### config.mk
export PLATFORM = sky130hd
export DESIGN_NAME = alarm_compare_multi
export DESIGN_NICKNAME = d
export VERILOG_FILES = /design/src/rtl/alarm_compare_multi.sv
export SDC_FILE = /design/constraint.sdc
export NUM_CORES = 1
export LEC_CHECK = 0
export CAP_MARGIN = 20
export CORE_MARGIN = 3
export CORE_UTILIZATION = 55
export CTS_BUF_LIST = sky130_fd_sc_hd__clkbuf_8
export DETAILED_ROUTE_END_ITERATION = 10
export MAX_ROUTING_LAYER = met4
export PLACE_DENSITY = 0.77
export SLEW_MARGIN = 20
export SYNTH_ARGS = -nofsm -noshare
export SYNTH_HDL_FRONTEND = slang
export SYNTH_SLANG_ARGS = --single-unit
### constraint.sdc
create_clock -name clk -period 3.3 [get_ports clk]
set_input_delay 0.66 -clock clk [delete_from_list [all_inputs] [get_ports clk]]
set_output_delay 0.66 -clock clk [all_outputs]
set_load 0.1 [all_outputs]
### src/rtl/alarm_compare_multi.sv
// Compares running hour/min against N programmable alarm slots, each with edge trigger, pending flag and snooze.
// H, pending, ring and ring_idx are registered: they update one cycle after the matching time is presented.
module alarm_compare_multi #(
    parameter int N_ALARMS   = 4,
    parameter int IDX_W      = 2,
    parameter int ALARM_HOUR = 7,
    parameter int ALARM_MIN  = 30,
    parameter int SNOOZE_MIN = 5
) (
    input  logic                clk,
    input  logic                rst,
    input  logic [4:0]          hour,
    input  logic [5:0]          min,
    input  logic                wr_en,
    input  logic [IDX_W-1:0]    wr_idx,
    input  logic [4:0]          wr_hour,
    input  logic [5:0]          wr_min,
    input  logic                wr_enable,
    input  logic                ack,
    input  logic                snooze,
    input  logic [IDX_W-1:0]    cmd_idx,
    output logic                H,
    output logic [N_ALARMS-1:0] pending,
    output logic                ring,
    output logic [IDX_W-1:0]    ring_idx
);
    logic [N_ALARMS-1:0] en, snz_act, match_prev;
    logic [4:0]          a_hour [N_ALARMS];
    logic [5:0]          a_min  [N_ALARMS];
    logic [4:0]          s_hour [N_ALARMS];
    logic [5:0]          s_min  [N_ALARMS];

    logic [N_ALARMS-1:0] snz_hit, match_now, rise, wr_hit, cmd_hit;
    logic [N_ALARMS-1:0] en_nxt, snz_nxt, pend_nxt;
    logic [4:0]          a_hour_nxt [N_ALARMS];
    logic [5:0]          a_min_nxt  [N_ALARMS];
    logic [4:0]          s_hour_nxt [N_ALARMS];
    logic [5:0]          s_min_nxt  [N_ALARMS];
    logic [6:0]          min_sum;
    logic [4:0]          snz_hour;
    logic [5:0]          snz_min;
    logic                wr_ok;
    logic [IDX_W-1:0]    idx_nxt;

    // Out-of-range indices simply never decode to a slot, so those commands fall away.
    assign wr_ok = wr_en && (wr_hour <= 5'd23) && (wr_min <= 6'd59);

    always_comb begin
        min_sum  = {1'b0, min} + 7'(SNOOZE_MIN);
        snz_hour = hour;
        snz_min  = min_sum[5:0];
        if (min_sum >= 7'd60) begin
            snz_min  = 6'(min_sum - 7'd60);
            snz_hour = (hour == 5'd23) ? 5'd0 : hour + 5'd1;
        end
    end

    // Priority per slot: write > rise > ack > snooze.
    always_comb begin
        for (int i = 0; i < N_ALARMS; i++) begin
            snz_hit[i]   = snz_act[i] && (hour == s_hour[i]) && (min == s_min[i]);
            match_now[i] = en[i] && (((hour == a_hour[i]) && (min == a_min[i])) || snz_hit[i]);
            rise[i]      = match_now[i] && !match_prev[i];
            wr_hit[i]    = wr_ok && (wr_idx == IDX_W'(i));
            cmd_hit[i]   = (cmd_idx == IDX_W'(i));

            en_nxt[i]     = en[i];
            snz_nxt[i]    = snz_act[i];
            pend_nxt[i]   = pending[i];
            a_hour_nxt[i] = a_hour[i];
            a_min_nxt[i]  = a_min[i];
            s_hour_nxt[i] = s_hour[i];
            s_min_nxt[i]  = s_min[i];

            if (rise[i]) begin
                pend_nxt[i] = 1'b1;
                if (snz_hit[i]) snz_nxt[i] = 1'b0;
            end else if (ack && cmd_hit[i]) begin
                pend_nxt[i] = 1'b0;
                snz_nxt[i]  = 1'b0;
            end else if (snooze && cmd_hit[i] && pending[i]) begin
                pend_nxt[i]   = 1'b0;
                snz_nxt[i]    = 1'b1;
                s_hour_nxt[i] = snz_hour;
                s_min_nxt[i]  = snz_min;
            end

            if (wr_hit[i]) begin
                en_nxt[i]     = wr_enable;
                a_hour_nxt[i] = wr_hour;
                a_min_nxt[i]  = wr_min;
                pend_nxt[i]   = 1'b0;
                snz_nxt[i]    = 1'b0;
            end
        end
    end

    always_comb begin
        idx_nxt = '0;
        for (int i = N_ALARMS - 1; i >= 0; i--) begin
            if (pend_nxt[i]) idx_nxt = IDX_W'(i);
        end
    end

    always_ff @(posedge clk or posedge rst) begin
        if (rst) begin
            en         <= N_ALARMS'(1);
            snz_act    <= '0;
            match_prev <= '0;
            pending    <= '0;
            H          <= 1'b0;
            ring       <= 1'b0;
            ring_idx   <= '0;
            for (int i = 0; i < N_ALARMS; i++) begin
                a_hour[i] <= (i == 0) ? 5'(ALARM_HOUR) : 5'd0;
                a_min[i]  <= (i == 0) ? 6'(ALARM_MIN) : 6'd0;
                s_hour[i] <= 5'd0;
                s_min[i]  <= 6'd0;
            end
        end else begin
            en         <= en_nxt;
            snz_act    <= snz_nxt;
            match_prev <= match_now;
            pending    <= pend_nxt;
            H          <= |rise;
            ring       <= |pend_nxt;
            ring_idx   <= idx_nxt;
            for (int i = 0; i < N_ALARMS; i++) begin
                a_hour[i] <= a_hour_nxt[i];
                a_min[i]  <= a_min_nxt[i];
                s_hour[i] <= s_hour_nxt[i];
                s_min[i]  <= s_min_nxt[i];
            end
        end
    end
endmodule

==> impl_metrics.sql, run 1 <==
INSERT INTO impl_metrics (metric_group, metric, value, unit) VALUES
('status', 'outcome', 'finished clean', ''),
('floorplanning', 'area_of_the_die', '0.0121', 'mm^2'),
('place', 'port-buffer-count', '39', ''),
('drt', 'drt_iter0_markers', '279', ''),
('synthesis', 'synth.most_common_cell', 'dfrtp_1', ''),
('finish', 'finish.cell_count_without_fillers', '714', ''),
('drt', 'ant_nets', '0', ''),
('drt', 'routed_via_density', '5.78', ''),
('synthesis', 'synth.net_count', '549', ''),
('min_path', 'timing.hold.worst.class', 'register to register', ''),
('critical_path', 'cell_class_contributing_the_biggest_share_of_worst_path_delay', 'multiplexers', ''),
('sta', 'setup_ws', '0.421', 'ns'),
('clocking', 'post_cts_hold_buffers', '0', ''),
('clocking', 'cts_htree_levels', '3', ''),
('critical_path', 'chain_of_cells_forming_the_critical_path', 'clkdlybuf4s50_1 > ha_1 > xnor2_1 > ha_1 > a32o_1 > o211ai_4 > nand2_4 > mux2_4 > mux2_2', ''),
('sta', 'hold_viol', '0', ''),
('drt', 'dr.pass1.iters', '5', ''),
('sta', 'finalCriticalPeriod', '2.88', 'ns'),
('clocking', 'cts_root_buf', 'clkbuf_8', ''),
('critical_path', 'critPathBufInv', '1', ''),
('synthesis', 'synth_warnings', '0', ''),
('drt', 'wire_length_per_cell_after_detailed_routing', '19.7', 'um'),
('synthesis', 'syn-cell-area', '0.00593', 'mm^2'),
('synthesis', 'synth-async-reset-ratio', '100', '%'),
('critical_path', 'arrival', '3.16', 'ns'),
('critical_path', 'timing.critical_path.slowest_stage_cell', 'clkdlybuf4s50_1', ''),
('synthesis', 'most_instantiated_cells_after_synthesis', 'dfrtp_1 (100), xnor2_1 (68), nand2_1 (65), mux2_2 (60), nand4_1 (25)', ''),
('sta', 'setup_violations', '0', ''),
('synthesis', 'netlist_top_cells_area', 'dfrtp_1 (42%), mux2_2 (11%), xnor2_1 (10%)', ''),
('finish', 'area_growth_syn_to_layout', '14.6', '%'),
('sta', 'setup_total_negative_slack', '0', 'ns'),
('power_and_ir_drop', 'total_power', '2.92', 'mW'),
('sta', 'setup_repair_after_global_routing_missed_its_margin', 'no', ''),
('clocking', 'cts-root-to-sink-buffers', '2', ''),
('grt', 'grt_pass1_vias', '4197', ''),
('synthesis', 'synthesized_netlist_cell_count', '513', ''),
('floorplanning', 'row_count', '37', ''),
('sta', 'timing.final.max_slew_violations', '0', ''),
('sta', 'max_clock_freq', '347', 'MHz'),
('synthesis', 'yosysTopAreaCell', 'dfrtp_1', ''),
('place', 'dp_worst_setup_slack', '0.0275', 'ns'),
('critical_path', 'timing.critical_path.to_type', 'register', ''),
('critical_path', 'regToRegSetupSlack', '1.13', 'ns'),
('grt', 'gr-usage-all-layers', '25.9', '%'),
('critical_path', 'crit-reg2reg-launch', 's_hour[15]', ''),
('grt', 'grt_start_max_net_pins', '40', ''),
('sta', 'clock_skew', '0.0135', 'ns'),
('clocking', 'tritoncts_clock_tree', 'built', ''),
('critical_path', 'criticalPathCategory', 'input port to register', ''),
('min_path', 'hold_path.startpoint', 'en[0]', ''),
('place', 'place.detailed.hpwl', '10500', 'um'),
('place', 'gpl.final_weighted_congestion', '0.903', ''),
('critical_path', 'crit_path_max_fanout', '4', ''),
('sta', 'timing_worst_slew_pin_value', '0.920', 'ns'),
('power_and_ir_drop', 'power_per_cell_area', '430', 'mW/mm^2'),
('critical_path', 'delay_of_the_slowest_critical_path_stage', '0.58', 'ns'),
('synthesis', 'yosysSeqAreaShare', '45.8', '%'),
('drt', 'via_count', '4126', ''),
('clocking', 'clock_latency', '0.40', 'ns'),
('floorplanning', 'die_w', '110', 'um'),
('critical_path', 'critPathLaunchType', 'input port', ''),
('synthesis', 'number_of_synthesized_register_bits', '108', ''),
('sta', 'finalHoldWorstSlack', '0.504', 'ns'),
('power_and_ir_drop', 'leak', '3.01', 'nW'),
('clocking', 'cts_post_setup_buffers_inserted', '0', ''),
('clocking', 'post_cts_resized', '0', ''),
('clocking', 'cts-buffers-inserted', '9', ''),
('grt', 'grt_pass1_wl', '22400', 'um'),
('synthesis', 'yosysUniqueCellTypes', '58', ''),
('finish', 'fraction_of_layout_cells_with_a_size_suffix_above_1', '27.6', '%'),
('floorplanning', 'io_pins', '40', '');
[final timing paths]
path | endpoint | cells after the start
max in group asynchronous | a_min[20] | 3
worst max register to register | s_min[23] | 6
worst min register to register | match_prev[0] | 1
worst max-delay path | s_min[15] | 9
min in group asynchronous | s_min[5] | 2
worst min-delay path | match_prev[0] | 1
[placed cells by master (no fill, tap or decap), drive strengths merged, types with 2 or more instances in the layout]
cell type      instances
nand2                 66
o211a                  2
nand3b                 3
clkdlybuf4s50         31
a21o                   2
xor2                  25
ha                     4
nand4                 25
inv                   17
a211oi                 3
a31oi                  4
nor2b                  8
nor2                   8
or4                    2
o211ai                 2
mux2                  75
clkinv                 3
o21a                  11
and3                   3
nand2b                 3
nor3                  10
mux2i                  4
a21bo                  2
nand3                  6
dfstp                  8
clkbuf                 9
buf                   41
a21oi                  8
xnor2                 68
o21ai                  5
dfrtp                100
nor4                   5
[flip-flops by register name, summed over array words and instances, names as in the netlist]
signal      count
pending         4
ring_idx        2
snz_act         4
ring            1
en              4
a_min          24
s_min          24
H               1
match_prev      4
a_hour         20
s_hour         20
[through the flow]
stage | util [%] | area, um^2
CTS | 65.2 | 6790
global route | 65.2 | 6790
finish | 65.2 | 6790
global placement | 63.4 | 6610
detailed placement | 63.4 | 6610
floorplan | - | 5930
[per-layer routing]
layer / part of all wire [%] / global-route usage, % / vias to the layer above / routed length (um)
li1: - / - / 1889 / -
met1: 43 / 33.9 / 2061 / 6000
met2: 49 / 39.9 / 149 / 6830
met3: 6.0 / 5.05 / 27 / 847
met4: 2.6 / 9.97 / 0 / 364
met5: 0 / - / - / 0
[where the power goes]
group / switching (mW) / total, mW / internal [mW]
Clock: 0.490 / 0.772 / 0.282
Sequential: 0.0914 / 1.56 / 1.47
Combinational: 0.292 / 0.585 / 0.293
Total: 0.874 / 2.92 / 2.04
[cells by family after synthesis]
logic type | Yosys count | synth area share, %
simple gates | 145 | 13.2
flops | 108 | 45.8
xor+xnor | 93 | 13.9
mux | 79 | 15.8
compound gates | 46 | 6.10
buf+inv | 38 | 4.50
fa+ha+maj | 4 | 0.845
[area by class of cell]
cell class                 count  area, um^2  area share (%)
multi-input combinational    367        2950            43.5
sequential                   108        2710            40.0
timing repair buffer          72         718            10.6
tap                          136         170            2.51
clock buffer                   9         124            1.82
inverter                      14        56.3           0.829
clock inverter                 7        53.8           0.792
antenna                        1        2.50          0.0369
No activity file was read; power rests on OpenSTA's default activity.
==> run 2, diff against run 1 <==
CAP_MARGIN = default   (was 20)
==> results of run 2 <==
Same layout as run 1: the final DEF is identical, and so are final timing and power.
